**src/rtl/ppu_line_doubler.sv**
```systemverilog
// ppu_line_doubler: double-buffered NES-to-VGA line doubler (256x240 PPU lines -> 512x480 VGA window)
// Ports: Clk/Reset_n (async active-low); pix_en, hc, vc from the VGA timing counter;
// ppu_valid/ppu_pixel write the next line; ppu_line_req asks the PPU for it;
// vga_index/vga_active drive the display; underrun/overrun are sticky error flags.
module ppu_line_doubler (
  input  logic       Clk,
  input  logic       Reset_n,
  input  logic       pix_en,
  input  logic [9:0] hc,
  input  logic [9:0] vc,
  input  logic       ppu_valid,
  input  logic [5:0] ppu_pixel,
  output logic       ppu_line_req,
  output logic [5:0] vga_index,
  output logic       vga_active,
  output logic       underrun,
  output logic       overrun
);
  typedef enum logic [1:0] {IDLE, FILL, DONE} state_t;
  state_t      state_q;
  logic        bank_q;
  logic [7:0]  wr_ptr_q;
  logic        line_ready_q;
  logic        req_q;
  logic [5:0]  vga_index_q;
  logic        vga_active_q;
  logic        underrun_q;
  logic        overrun_q;
  logic [5:0]  mem_q [0:511];
  logic [9:0]  vc_nxt;
  logic        swap;
  logic        we;
  logic        win;
  logic [7:0]  rd_addr;
  assign vc_nxt  = (vc == 10'd524) ? 10'd0 : vc + 10'd1;
  // Swap at the end of the last VGA line before each even (new NES) line of the picture.
  assign swap    = pix_en && hc == 10'd799 && !vc_nxt[0] && vc_nxt < 10'd480;
  // A swap cycle owns the write side, so a coincident pixel is dropped.
  assign we      = state_q == FILL && ppu_valid && !swap;
  assign win     = hc >= 10'd64 && hc <= 10'd575 && vc < 10'd480;
  assign rd_addr = 8'((hc - 10'd64) >> 1);
  // Bank memory is deliberately left unreset.
  always_ff @(posedge Clk)
    if (we) mem_q[{bank_q, wr_ptr_q}] <= ppu_pixel;
  always_ff @(posedge Clk or negedge Reset_n)
    if (!Reset_n) begin
      state_q      <= IDLE;
      bank_q       <= 1'b0;
      wr_ptr_q     <= 8'd0;
      line_ready_q <= 1'b0;
      req_q        <= 1'b0;
      vga_index_q  <= 6'h0F;
      vga_active_q <= 1'b0;
      underrun_q   <= 1'b0;
      overrun_q    <= 1'b0;
    end else begin
      req_q <= swap;
      if (ppu_valid && (state_q != FILL || swap)) overrun_q <= 1'b1;
      if (swap) begin
        // Without a finished line the bank stays put and the old line is shown again.
        bank_q       <= bank_q ^ line_ready_q;
        underrun_q   <= underrun_q | ~line_ready_q;
        line_ready_q <= 1'b0;
        wr_ptr_q     <= 8'd0;
        state_q      <= FILL;
      end else if (we) begin
        wr_ptr_q <= wr_ptr_q + 8'd1;
        if (wr_ptr_q == 8'd255) begin
          state_q      <= DONE;
          line_ready_q <= 1'b1;
        end
      end
      if (pix_en) begin
        vga_active_q <= win;
        vga_index_q  <= win ? mem_q[{~bank_q, rd_addr}] : 6'h0F;
      end
    end
  assign ppu_line_req = req_q;
  assign vga_index    = vga_index_q;
  assign vga_active   = vga_active_q;
  assign underrun     = underrun_q;
  assign overrun      = overrun_q;
endmodule

```
**config.mk**
```make
export PLATFORM = sky130hd
export DESIGN_NAME = ppu_line_doubler
export DESIGN_NICKNAME = d
export VERILOG_FILES = /design/src/rtl/ppu_line_doubler.sv
export SDC_FILE = /design/constraint.sdc
export NUM_CORES = 2
export LEC_CHECK = 0
export BUFFER_PORTS_ARGS = -buffer_cell sky130_fd_sc_hd__buf_2
export CAP_MARGIN = 5
export CORE_ASPECT_RATIO = 1.2
export CORE_MARGIN = 1
export CORE_UTILIZATION = 50
export DETAILED_ROUTE_END_ITERATION = 16
export HOLD_SLACK_MARGIN = 0.06
export PLACE_DENSITY = 0.62
export SETUP_SLACK_MARGIN = 0.02
export SYNTH_ARGS = -nofsm -noshare
export SYNTH_HDL_FRONTEND = slang
export SYNTH_SLANG_ARGS = --single-unit
```
**constraint.sdc**
```tcl
create_clock -name Clk -period 2.8 [get_ports Clk]
set_input_delay 0.84 -clock Clk [delete_from_list [all_inputs] [get_ports Clk]]
set_output_delay 0.84 -clock Clk [all_outputs]
set_load 0.02 [all_outputs]
```
# Word-level counts from Yosys, hierarchy flattened
# Memories as Yosys holds them, arrays and structs flattened.
# Cells that the tools add are included.
[word_totals] regBits=22 mem_bits_rw=3072 in_bits=30 output_inout_bits=10 word_cells=52 n_memories=1
[op_classes] addsub=3 n_lt_le_gt_ge=4 eq_ne=5 mux=12 bitwise=4 reduce_logical=14
[mem_list] memory="mem_q" words=512 word_bits=6 read_ports=1 rd_ports_with_merged_regs=0 wr=1 line_no="29" text="logic [5:0] mem_q [0:511];"
[ops] operator="$eq 10x10->1 const B" n=2
[ops] operator="$lt 10x9->1 const B" n=2
[ops] operator="$mux 8" n=2
[ops] operator="$add 10x1->10 const B" n=1
[ops] operator="$ge 10x7->1 const B" n=1
[ops] operator="$le 10x10->1 const B" n=1
[ops] operator="$mux 10" n=1
[ops] operator="$sub 9x7->9 const B" n=1
[ops] operator="$add 8x1->8 const B" n=1
[ops] operator="$eq 8x8->1 const B" n=1
[ops] operator="$logic_and 1x1->1" n=8
[ops] operator="$mux 2" n=3
[ops] operator="$mux 6" n=1
[ops] operator="$mux 1" n=5
[ops] operator="$reduce_bool 2->1" n=2
[ops] operator="$eq 2x1->1 const B" n=1
[ops] operator="$logic_not 1->1" n=2
[ops] operator="$ne 2x1->1 const B" n=1
[ops] operator="$not 1->1" n=2
[ops] operator="$reduce_and 2->1" n=1
[ops] operator="$logic_or 1x1->1" n=1
[ops] operator="$or 1x1->1" n=1
[ops] operator="$xor 1x1->1" n=1

# Depth between registers and ports, before layout
[depth] word_depth=9 mapped_depth=15 mapped_depth_nobuf=10

# Worst setup path after synthesis
# Ideal clock, no wire load.
[synth_path] path_kind="in2reg" start="in hc[6]" end="mem mem_q[294][0], enable pin" setup_ns=0.278 t_arrival_ns=3.244 required_time_ns=2.522 slack_ns=-0.722 path_stages=10 n_path_buf=3 path_cell_list="clkinv_1 > clkbuf_1 > clkbuf_1 > ha_1 > nand4_1 > a2111oi_4 > nor4b_2 > nand2_1 > clkbuf_1 > nor2_1"
[synth_between] elab_chain_len=8
[synth_lines] item="start: declaration" line_no="9" text="input logic [9:0] hc,"
[synth_lines] item="$eq 10x10->1" line_no="37" text="assign swap = pix_en && hc == 10'd799 && !vc_nxt[0] && vc_nxt < 10'd480;"
[synth_lines] item="$logic_and 1x1->1 (3 in series)" line_no="37"
[synth_lines] item="$logic_not 1->1" line_no="39" text="assign we = state_q == FILL && ppu_valid && !swap;"
[synth_lines] item="$logic_and 1x1->1" line_no="39"
[synth_lines] item="$mux 1" line_no="44" text="if (we) mem_q[{bank_q, wr_ptr_q}] <= ppu_pixel;"
[synth_lines] item="$mux 1 (implied by the code)" line_no="44"
[synth_lines] item="end: declaration" line_no="29"
# No other way between the ends.

# Worst setup path after layout
[layout_path] start="in hc[1]" end="reg vga_index_q[0], in the netlist vga_index[0]"
[layout_between] elab_chain_len=4 elab_cells_between_ends=7 cone_classes="1 x add/sub; 2 x order compare; 1 x mux; 2 x reduce/logical; 1 x memory"
[layout_lines] item="branches (longest 3 deep; another with $sub 9x7->9)"
[layout_lines] item="$mux 6 *" line_no="75" text="vga_index_q <= win ? mem_q[{~bank_q, rd_addr}] : 6'h0F;"
[layout_lines] item="end signal: assignment" line_no="75"
[layout_lines] item="end: declaration" line_no="25" text="logic [5:0] vga_index_q;"
# Every way passes the cells marked *.
# A chain may end at the register's enable or synchronous reset.

==> results.yml <==
setup_path:
  worstPathArrival_ns: 3.69
  cp_common_cell: "buf_4"
  end_kind: "flip-flop"
  critPathLaunch: "hc[1]"
  crit_chain: "buf_16, buf_12, buf_4, buf_4, nor2_1, buf_4, a221o_1, a21oi_1, buf_4, nand3_1, o211a_1, o21ai_0, buf_4, o311ai_1"
  critPathMaxStageDelay_ns: 0.42
  slowest_stage: "a221o_1"
  crit_path_start_kind: "input pin"
  critical_path.max_fanout: 12
  critPathKind: "in2reg"
  required_ns: 3.56
  r2r_start: "mem_q[294][0]$_DFFE_PP_"
die:
  dieArea_um2: 246000
  start_util_pct: 50.3
  fp.dieW_um: 453
  ioPinCount: 40
  die_h_um: 543
  core_um2: 243000
  num_rows: 198
layout:
  fin_nets: 7107
  layout-drive-gt1-share_pct: 35.1
  area_growth_pct: 19.7
  final_util_pct: 60.3
pwr:
  vdd_drop_max_v: 0.000489
  switchingPower_uw: 21100
  p_total_uw: 97900
  power_frac_seq_pct: 52.0
  power.leakage_uw: 0.0476
  p_int_uw: 76800
  clkPwrFrac_pct: 41.5
  power_density_nw_per_um2: 670
  power_frac_comb_pct: 6.5
  swShare_pct: 21.6
synth:
  ys_async_sr_fraction_pct: 0.679
  synth_top_area_cell: "edfxtp_1"
  syn_avg_cell_area_um2: 19.8
  syn_area_um2: 122000
  yosys_warnings: 0
  synth_fp_nets: 6197
  yosysUniqueCellTypes: 73
  synth-main-ff-cell: "edfxtp_1"
  ys_top_cells_by_area: "edfxtp_1, mux4_2, mux2i_1, nor2_1, a221oi_1"
  synth_top_cell_area_share_pct: 75.6
  netlist_instances: 6160
  synth_seq_cells: 3093
  synth_edf_count: 3072
  synth_seq_area_share_pct: 76.0
timing:
  layout_min_cycle_time_ns: 2.93
  slew_headroom_pct: 30.4
  min_period_over_period_pct: 105
  worstMarginPinSlew_ns: 1.04
  rsz0062_at_grt: "true"
  fin_skew_ns: 0.0289
  hold_viol_final: 0
  timing.final.ws_setup_ns: -0.127
  setup_viol_count_final: 33
  fmax_mhz: 342
  drv_slew: 0
routing:
  drt_iter0_markers: 7992
  num_vias: 66287
  avgRoutedWirePerCell_um: 33.4
  ant_nets: 0
  routed_wl_um: 351000
  drc: 0
  firstDrtPassIters: 6
  vias_per_cell: 6.31
run_status:
  status: "finished, violations left"
  violations: "setup timing"
worst_hold_path:
  hold_start: "ppu_pixel[1]"
  hold_class: "in2reg"
placed_design:
  detailed_place_hpwl_um: 230000
  numPortBuffers: 39
  gp_congestion: 0.953
job:
  cap_violations: 0
global_route:
  grt_pass1_vias: 65976
  overflow: 0
  grt_max_degree: 102
  grt_pass1_wl_um: 493000
  grt_usage_pct: 28.3
  antenna_found_initial: 10
clocking:
  cts_tree: "yes"
  cts_buffers: 301
  clk_pin_slew_worst_paths_ns: 0.06
  htree_num_levels: 5
  cts_buffer_depth: 4
  cts.sinks: 3093
  cts_root_buf: "clkbuf_16"
  clk_latency_ns: 0.88
-- through the flow --
step | std cells | area [um^2] | setup TNS, ns | hold WS (ns) | setup slack, ns
floorplan | 6160 | 123000 | -709.44 | 0.480 | -0.337
global placement | 9911 | 134000 | -4344.43 | 0.441 | -2.04
detailed placement | 9911 | 134000 | -3953.64 | 0.444 | -1.61
CTS | 10455 | 145000 | -0.377 | 0.322 | -0.154
global route | 10504 | 146000 | -0.373 | 0.336 | -0.128
finish | 10507 | 146000 | -0.608 | 0.354 | -0.127
-- metal layers --
metal  vias to the layer above  part of all wire (%)  track usage (%)
li1                      27304                     -                -
met2                      3267                    49             45.7
met3                       596                   8.0             4.46
met1                     35116                    39             38.7
met5                         -                0.0071                0
met4                         4                   4.2             11.8
-- power by group through the flow --
| stage | Combinational (uW) | Clock [uW] | Sequential, uW |
|---|---|---|---|
| floorplan | 2570 | 0 | 51900 |
| global placement | 5940 | 0 | 51900 |
| detailed placement | 6010 | 0 | 51900 |
| CTS | 6110 | 41000 | 50900 |
| global route | 6530 | 42700 | 50900 |
| finish | 6330 | 40700 | 50900 |
-- Yosys cell counts, drive strengths merged, types with 6 or more instances --
cell type and n:
nor4 9, xnor2 6, a31oi 20, mux4 573
a221o 30, o211ai 14, nor3b 9, mux2 32
o221ai 23, nand4 16, o31ai 12, nor3 26
buf 222, o32a 6, edfxtp 3072, a21oi 92
nand2 126, o21ai 140, o21a 10, nand3 49
nor2 567, and2 8, inv 9, mux2i 492
o31a 6, a221oi 179, a22oi 73, a211oi 12
ha 7, clkbuf 184, dfrtp 17, nand2b 8
nor2b 17, o2111ai 8, o22ai 25
-- worst paths after layout --
kind                            depth (start not counted)  slack (ns)                  endpoint
worst max register to register                         10        0.06  vga_index[0]$_DFFE_PN1P_
worst max-delay path                                   14       -0.13  vga_index[0]$_DFFE_PN1P_
worst min register to register                          1        0.46       overrun$_DFFE_PN0P_
worst min-delay path                                    1        0.35   mem_q[423][1]$_DFFE_PP_
max in group asynchronous                               2        1.76    state_q[0]$_DFFE_PN0P_
min in group asynchronous                               2        0.54       overrun$_DFFE_PN0P_
-- critical path: cells and delay by family --
family / cells / cell delay [ns]
AOI/OAI and AO/OA: 5 / 1.15
and+or+nand+nor: 2 / 0.24
buffers and inverters: 7 / 1.39
-- area by class of cell --
| type | count | area (um^2) |
|---|---|---|
| Sequential cell | 3093 | 92800 |
| Multi-Input combinational cell | 2650 | 29300 |
| Clock buffer | 369 | 8040 |
| Antenna cell | 7 | 17.5 |
| Tap cell | 3200 | 4000 |
| Inverter | 11 | 52.6 |
| Fill cell | 17029 | 96400 |
| Timing Repair Buffer | 1013 | 10300 |
| Clock inverter | 164 | 1680 |
-- repair_timing --
action | CTS | global route
pin swaps | 12 | 26
setup buffers | 7 | 37
endpoints found under the hold margin | 17 | 0
gates resized for setup | 288 | 197
endpoints found under the setup margin | 3078 | 983
cloned | 3 | 8
hold buffers | 1 | 0
-- cells in the final DEF (no fill, tap or decap), types with 30 or more instances in the layout --
cell          n
nor2_1      180
mux2_2       32
mux4_2      573
clkbuf_16   318
buf_12      177
clkinv_1     60
a221oi_1    155
a21oi_1      81
nor2_4      118
clkinv_2     47
nand3_1      40
bufinv_16    31
edfxtp_1   3072
a22oi_1      73
o21ai_0     125
nand2_1     106
a221o_1      30
mux2i_1     485
buf_4       751
nor2_2      269
clkbuf_1     53
-- cells by family (layout without fill, tap and decap cells) --
family / Yosys count / after routing / synth area share (%)
muxes: 1097 / 1097 / 14.9
xor gates and xnor gates: 10 / 10 / 0.0717
AOI/OAI and AO/OA: 682 / 682 / 4.01
and+or+nand+nor: 854 / 854 / 2.92
adders and majority gates: 7 / 7 / 0.0717
other: 0 / 7 / 0
buffers and inverters: 417 / 1557 / 2.03
DFF: 3093 / 3093 / 76.0
-- sequential cells by signal (all words and copies together), names as in the netlist --
signal,flops
state_q,2
bank_q,1
wr_ptr_q,8
underrun,1
mem_q,3072
ppu_line_req,1
overrun,1
vga_index,6
vga_active,1
Power figures use the tool's default switching activity.
